**src/rtl/segm_pkg.sv**
```systemverilog
// Shared constants for the multiplexed 7-segment scanner: the hex font,
// the segment bit positions inside seg, and the all-segments-off pattern.
package segm_pkg;

  // Bit positions inside the segment vector {dp,g,f,e,d,c,b,a}.
  typedef enum int unsigned {
    SEG_A  = 0,
    SEG_B  = 1,
    SEG_C  = 2,
    SEG_D  = 3,
    SEG_E  = 4,
    SEG_F  = 5,
    SEG_G  = 6,
    SEG_DP = 7
  } seg_bit_e;

  // Active-high pattern with every segment (and dp) dark.
  localparam logic [7:0] SEG_OFF = 8'h00;

  // Active-high glyphs {g,f,e,d,c,b,a} for nibbles 0..F; b and d are lowercase.
  localparam logic [6:0] FONT [16] = '{
    7'h3F, 7'h06, 7'h5B, 7'h4F,   // 0 1 2 3
    7'h66, 7'h6D, 7'h7D, 7'h07,   // 4 5 6 7
    7'h7F, 7'h6F, 7'h77, 7'h7C,   // 8 9 A b
    7'h39, 7'h5E, 7'h79, 7'h71    // C d E F
  };

endpackage

```
**src/rtl/segm_font.sv**
```systemverilog
// Combinational hex-nibble to active-high segment decode; dp is left dark
// so the caller can merge its own decimal point.
module segm_font
  import segm_pkg::*;
(
  input  logic [3:0] nib,
  output logic [7:0] pat
);

  // Font lookup into the a..g field, dp cleared.
  always_comb begin
    // NOTE: every output of a combinational block gets a default first so no latch is inferred.
    pat                = SEG_OFF;
    pat[SEG_G:SEG_A]   = FONT[nib];
    pat[SEG_DP]        = 1'b0;
  end

endmodule

```
**src/rtl/segm_scan.sv**
```systemverilog
// Multiplexed 7-segment display scanner with per-frame input snapshot,
// per-digit blanking, decimal points and leading-zero suppression.
// Optional feature: define SEGM_SCAN_DIM_EN to add the 4-bit bright input
// and a free-running PWM that gates dig for brightness control.
module segm_scan
  import segm_pkg::*;
#(
  parameter int NDIG        = 4,
  parameter int TICK_DIV    = 250000,
  parameter bit SEG_ACT_LOW = 1'b1
) (
  input  logic              clk,
  input  logic              rst_n,
  input  logic [4*NDIG-1:0] num,
  input  logic [NDIG-1:0]   dp,
  input  logic [NDIG-1:0]   blank,
  input  logic              lz_en,
`ifdef SEGM_SCAN_DIM_EN
  input  logic [3:0]        bright,
`endif
  output logic [NDIG-1:0]   dig,
  output logic [7:0]        seg,
  output logic              frame
);

  localparam int CW = $clog2(TICK_DIV);
  localparam int IW = (NDIG > 1) ? $clog2(NDIG) : 1;
  localparam logic [7:0] SEG_IDLE = SEG_ACT_LOW ? ~SEG_OFF : SEG_OFF;

  logic [CW-1:0]     cnt;
  logic              tick;
  logic [IW-1:0]     idx;
  logic [IW-1:0]     nxt_idx;
  logic              idx_wrap;

  logic [4*NDIG-1:0] snap_num;
  logic [NDIG-1:0]   snap_dp;
  logic [NDIG-1:0]   snap_blank;
  logic              snap_lz;

  logic [4*NDIG-1:0] src_num;
  logic [NDIG-1:0]   src_dp;
  logic [NDIG-1:0]   src_blank;
  logic              src_lz;

  logic [NDIG-1:0]   supp;
  logic              zrun;
  logic [3:0]        cur_nib;
  logic [7:0]        glyph;
  logic [7:0]        pat_hi;
  logic [7:0]        seg_nxt;

  logic [NDIG-1:0]   dig_q;

  assign tick     = (cnt == CW'(TICK_DIV - 1));
  assign idx_wrap = (idx == IW'(NDIG - 1));
  assign nxt_idx  = idx_wrap ? '0 : idx + 1'b1;

  // Prescaler: counts 0..TICK_DIV-1 and wraps on the slot tick.
  always_ff @(posedge clk or negedge rst_n) begin
    // NOTE: sequential state uses non-blocking assignments so every register samples pre-edge values.
    if (!rst_n)    cnt <= '0;
    else if (tick) cnt <= '0;
    else           cnt <= cnt + 1'b1;
  end

  // Digit index: starts at the last digit so the first tick selects digit 0.
  always_ff @(posedge clk or negedge rst_n) begin
    if (!rst_n)    idx <= IW'(NDIG - 1);
    else if (tick) idx <= nxt_idx;
  end

  // Frame snapshot: captured on the tick that selects digit 0.
  always_ff @(posedge clk or negedge rst_n) begin
    // NOTE: the snapshot is a handful of flops, not a memory, so it is reset to a known value.
    if (!rst_n) begin
      snap_num   <= '0;
      snap_dp    <= '0;
      snap_blank <= '0;
      snap_lz    <= 1'b0;
    end else if (tick && idx_wrap) begin
      snap_num   <= num;
      snap_dp    <= dp;
      snap_blank <= blank;
      snap_lz    <= lz_en;
    end
  end

  // Digit 0 is rendered on the same edge the snapshot loads, so it must see
  // the live inputs; every later slot of the frame reads the snapshot.
  assign src_num   = idx_wrap ? num   : snap_num;
  assign src_dp    = idx_wrap ? dp    : snap_dp;
  assign src_blank = idx_wrap ? blank : snap_blank;
  assign src_lz    = idx_wrap ? lz_en : snap_lz;

  // Leading-zero mask: walk down from the top digit while the run of zeros lasts.
  always_comb begin
    supp = '0;
    zrun = src_lz;
    for (int k = NDIG - 1; k >= 1; k--) begin
      if (src_num[4*k +: 4] != 4'h0) zrun = 1'b0;
      supp[k] = zrun;
    end
  end

  assign cur_nib = src_num[4*int'(nxt_idx) +: 4];

  segm_font u_font (
    .nib (cur_nib),
    .pat (glyph)
  );

  // Pattern for the digit about to be selected, then polarity.
  always_comb begin
    pat_hi         = glyph;
    pat_hi[SEG_DP] = src_dp[nxt_idx];
    if (src_blank[nxt_idx] || supp[nxt_idx]) pat_hi = SEG_OFF;
    seg_nxt = SEG_ACT_LOW ? ~pat_hi : pat_hi;
  end

  // Output registers: dig/seg load on the tick, frame marks the digit-0 slot.
  always_ff @(posedge clk or negedge rst_n) begin
    if (!rst_n) begin
      dig_q <= '0;
      seg   <= SEG_IDLE;
      frame <= 1'b0;
    end else begin
      frame <= tick && idx_wrap;
      if (tick) begin
        dig_q <= NDIG'(1) << nxt_idx;
        seg   <= seg_nxt;
      end
    end
  end

`ifdef SEGM_SCAN_DIM_EN
  logic [3:0] pwm;

  // Free-running brightness PWM; dig is lit while pwm <= bright.
  always_ff @(posedge clk or negedge rst_n) begin
    if (!rst_n) pwm <= '0;
    else        pwm <= pwm + 1'b1;
  end

  assign dig = (pwm <= bright) ? dig_q : '0;
`else
  assign dig = dig_q;
`endif

endmodule

```
**config.mk**
```make
export PLATFORM = sky130hd
export DESIGN_NAME = segm_scan
export DESIGN_NICKNAME = d
export VERILOG_FILES = /design/src/rtl/segm_pkg.sv /design/src/rtl/segm_font.sv /design/src/rtl/segm_scan.sv
export SDC_FILE = /design/constraint.sdc
export NUM_CORES = 1
export LEC_CHECK = 0
export CAP_MARGIN = 15
export CORE_MARGIN = 2
export CORE_UTILIZATION = 36
export DETAILED_ROUTE_END_ITERATION = 10
export SYNTH_ARGS = -nofsm -noshare
export SYNTH_HDL_FRONTEND = slang
export SYNTH_SLANG_ARGS = --single-unit
```
**constraint.sdc**
```tcl
create_clock -name clk -period 9.74 [get_ports clk]
set_input_delay 1.948 -clock clk [delete_from_list [all_inputs] [get_ports clk]]
set_output_delay 1.948 -clock clk [all_outputs]
set_load 0.01 [all_outputs]
```
[Yosys cells after proc, flatten, opt, wreduce, memory -nomap -nowiden]
Memory sizes are Yosys's and may differ from the RTL's.
Index checks and enable logic that the tools add are counted.
Operators by class
  reductions and logical operators: 5
  multiplexer cells: 18
  multipliers: 0
  order comparisons: 2
  bitwise operators: 2
  divide/modulo/power cells: 0
  add/subtract/negate cells: 2
  equal/unequal tests: 2
  shift-type cells: 2
Operators by type and width (number)
  adder 18 x 1 -> 18 bit, second input constant: 1
  == test 18 bit, second input constant: 1
  two-way mux 18 bit: 1
  two-way mux 16 bit: 1
  indexed part select 16 x 5 -> 4 bit: 1
  two-way mux 7 bit: 2
  nonzero test 4 bit: 3
  two-way mux 4 bit: 2
  two-way mux 8 bit: 1
  inverter 8 bit: 1
  two-way mux 1 bit: 7
  binary-select mux 1 bit (select 2 bit): 3
  greater-or-equal comparator 5 bit, second input constant: 1
  inverter 4 -> 5 bit: 1
  << shifter 1 x 2 -> 4 bit, first input constant: 1
  < comparator 2 x 3 -> 1 bit, second input constant: 1
  adder 2 x 1 -> 2 bit, second input constant: 1
  == test 2 bit, second input constant: 1
  two-way mux 2 bit: 1
  logical AND 1 bit: 1
  logical OR 1 bit: 1
Storage, ports and cells
  input port bits: 27
  bits in read-only memories: 112
  flip-flop bits (word level): 58
  latch bits: 0
  RAM bits: 0
  word-level logic and storage cells: 43
  memories: 1
Memories
  (no name shown): words 16, width 7, rd ports 1, clocked after memory_dff 0, write ports 0, RTL line segm_font.sv:14  | pat[SEG_G:SEG_A] = FONT[nib];

[Depth between registers and ports, before layout]
  word-level depth: 11
  mapped depth: 12
  mapped depth without buffers: 10

[Hierarchy]
Synthesis repeated with hierarchy kept, for this count alone.
Unflattened totals
  cells, all modules: 260
  area total of the unflattened synthesis: 3119.2 µm²
Modules (own cells, without submodules)
  segm_scan: cells an instance 225, seq. area each 1463.9 µm², instances 1, area each 2817.7 µm²
  segm_font: cells an instance 35, seq. area each 0.0 µm², instances 1, area each 301.5 µm²

[Worst setup path after synthesis]
No wires, ideal clock.
  kind: input to register
  from: input num[8]
  to: register seg[6]
  stages on the path: 7
  slack: 6.323 ns
  data required time: 9.657 ns
  data arrival time: 3.333 ns
  cells stage by stage: mux2_2 -> mux2i_4 -> inv_1 -> ha_1 -> o21ai_0 -> a21oi_1 -> o32a_1
Between the ends
  longest elaborated chain between the ends: 9
  elaborated cells on any way between the ends: 14
  classes of those cells: shift: 1; mux: 8; bitwise: 2; reduce/logical: 2; memory: 1
Ends and longest elaborated chain
  start: declaration: RTL line segm_scan.sv:14  | input logic [4*NDIG-1:0] num,
  two-way mux 16 bit *: RTL line segm_scan.sv:91  | assign src_num = idx_wrap ? num : snap_num;
  parallel branches: the longest is 6 deep, another holds memory (16 x 7 bit)
  two-way mux 8 bit *: RTL line segm_scan.sv:117  | if (src_blank[nxt_idx] || supp[nxt_idx]) pat_hi = SEG_OFF;
  inverter 8 bit *: RTL line segm_scan.sv:118  | seg_nxt = SEG_ACT_LOW ? ~pat_hi : pat_hi;
  end signal: assignment: RTL line segm_scan.sv:131  | seg <= seg_nxt;
  end: declaration: RTL line segm_scan.sv:22  | output logic [7:0] seg,
Every way passes the cells marked *. The select of a mux whose other input is x is not followed.
A chain may end at the register's enable or synchronous reset.

[Worst setup path in the final report]
  from: input num[11]
  to: register seg[0]
The elaborated chain is that of the path after synthesis.

==> reports/qor.csv <==
metric,value,unit
cts_tree,built,
holdCritPathClass,flip-flop to flip-flop,
syn_area_per_cell,12.2,sq um
cts_resized,0,
synth_edf_count,0,
clock.fmax,262,MHz
setup_violations,0,
hpwl,4.21,mm
start_util,37.1,%
async_reset_ff_share,100,%
die_x,96.1,microns
die_y,96.1,microns
via_per_inst,5.02,
rsz0062_at_grt,false,
drv_cap,0,
end_kind,flip-flop,
cts_max_path_buffers,2,
cp_max_fo,11,
htreeDepth,3,
fin_cells,400,
multi_input_area,0.00146,sq mm
p_per_area,137,mW/mm^2
yosysTopAreaCell,dfrtp_1,
arrival,4.08,ns
clkTransAtPathRegs,0.06,ns
whs,0.491,ns
cts_hold_buf,0,
first_pass_iters,4,
regArea,0.00146,sq mm
yosys_warnings,0,
track_usage,14.7,%
gr-total-overflow,0,
finalWirelength,6.09,mm
status,completed,
wl_per_cell,15.2,microns
dieArea,0.00923,sq mm
antenna_cells,0,
num_rows,33,
drc,0,
core_area,0.00822,sq mm
yosys.cell_count.top_type,dfrtp_1,
grt_max_degree,59,
place.gp.congestion,0.759,
hold_start,cnt[6],
slew_violations,0,
layout-drive-gt1-share,24.7,%
ys_top_cells_by_count,"48 x dfrtp_1, 33 x mux2_2, 19 x nor2_1",
fin_crit,3.82,ns
cts_sinks,58,
ys.flop_type,dfrtp_1,
start_kind,input port,
grt_pass1_wl,10.1,mm
ir_worst_vdd,0.0000696,V
cts-buffers-inserted,9,
postCtsSetupRepairBufs,0,
rrSetupSlack,6.13,ns
port_buffers,39,
worst_slew_pin_slew,1.16,ns
power.leakage,1.61,nW
grt_pass1_vias,1989,
clock_skew,0.0106,ns
hold_depth,1,
cts_root_buffer,clkbuf_8,
synth.area.top_cells,"dfrtp_1 39%, mux2_2 12%, dfstp_2 8.6%",
clock_latency,0.34,ns
ys_ff_latch,58,
seq_area_frac_synth,48.0,%
hold_path_end,cnt[6],
antenna_found_initial,0,
fin_nets,328,
syn_nets,288,
ff2ff_path_depth,9,
required,10.00,ns
finalCritPeriodShare,39.2,%
fin_setup_tns,0,ns
place_inst,384,
num-fill-cells,778,
syn2layout_area_growth,21.8,%
synth_top_cell_area_share,39.4,%
synth_area,0.00305,sq mm
reg2reg_from,idx[0],
pin_count,40,
crit_type,input port to flip-flop,
postSynthCellCount,250,
drt_iter0_drc,78,
relSlewSlack,22.4,%
ant_nets,0,
final_hold_viol_count,0,
via_count,2009,
timing.rr.end,seg[6],
ys_types,43,
## worst max path at each step
stage | to | from | slack, ns | depth (start not counted)
CTS | seg[5] | num[9] | 5.91 | 5
detailed placement | seg[5] | num[9] | 5.55 | 5
global route | seg[0] | num[11] | 5.78 | 6
finish | seg[0] | num[11] | 5.92 | 6
floorplan | seg[6] | num[8] | 6.32 | 7
global placement | seg[5] | num[9] | 5.56 | 5
## cell type report
cell class                      instances  area share, %
Sequential cell                        58           39.4
Clock buffer                           11           3.81
Tap cell                              105           3.54
Inverter                               11           1.11
Timing Repair Buffer                   41           10.8
Clock inverter                          5           2.09
Multi-Input combinational cell        169           39.3
## layout by cell type, fill, tap and decap left out, types with 2 or more instances in the layout
| cell | count |
|---|---|
| a2111oi_2 | 2 |
| a211oi_1 | 2 |
| a21oi_1 | 4 |
| and3_1 | 2 |
| buf_4 | 2 |
| bufinv_16 | 2 |
| clkbuf_8 | 10 |
| clkdlybuf4s50_1 | 38 |
| clkinv_2 | 2 |
| dfrtp_1 | 48 |
| dfstp_2 | 10 |
| ha_1 | 11 |
| inv_1 | 11 |
| mux2_2 | 33 |
| mux2i_1 | 9 |
| mux4_2 | 4 |
| nand2_1 | 11 |
| nand3_1 | 7 |
| nand4_1 | 3 |
| nor2_1 | 19 |
| nor2b_1 | 3 |
| nor3_1 | 6 |
| nor4_1 | 4 |
| nor4b_1 | 4 |
| o21ai_0 | 8 |
| o22a_1 | 3 |
| o32a_1 | 4 |
| xnor2_1 | 8 |
| xor2_1 | 7 |
## power breakdown
part | switching [mW] | internal, mW
logic | 0.00784 | 0.0102
registers | 0 | 0.241
clock network | 0.0979 | 0.150
## through the flow
stage	area (sq um)	utilization [%]	setup WS, ns	power, mW
floorplan	3050	-	6.32	0.247
global placement	3500	42.5	5.56	0.264
detailed placement	3500	42.5	5.55	0.264
CTS	3710	45.2	5.91	0.513
global route	3710	45.2	5.78	0.525
finish	3710	45.2	5.92	0.507
## sequential cells by signal (all words and copies together), names as in the netlist
register / flops
idx: 2
snap_dp: 4
snap_lz: 1
cnt: 18
snap_blank: 4
frame: 1
seg: 8
dig: 4
snap_num: 16
## cells by family (layout without fill, tap and decap cells)
logic type | count (synthesis) | in the layout | synth area share [%]
AO/OA/AOI/OAI | 26 | 26 | 6.44
XOR/XNOR | 15 | 15 | 4.31
adder cells (fa/ha/maj) | 11 | 11 | 4.51
buffers and inverters | 23 | 68 | 4.18
flip-flops | 58 | 58 | 48.0
multiplexers | 50 | 50 | 20.5
AND/OR/NAND/NOR | 67 | 67 | 12.0
## layer usage
| layer | vias up | GRT usage [%] | part of all wire, % |
|---|---|---|---|
| met5 | - | 0 | 0 |
| met4 | 0 | 7.02 | 1.9 |
| met3 | 9 | 3.68 | 4.3 |
| met2 | 41 | 21.1 | 44 |
| met1 | 982 | 20.7 | 49 |
| li1 | 977 | - | - |
## critical path, cell delays in order
cell	delay [ns]
clkdlybuf4s50_1	0.46
mux2_2	0.29
mux2i_1	0.68
nor2_1	0.20
a2111oi_2	0.39
a21oi_1	0.10
No activity file was read; power rests on OpenSTA's default activity.
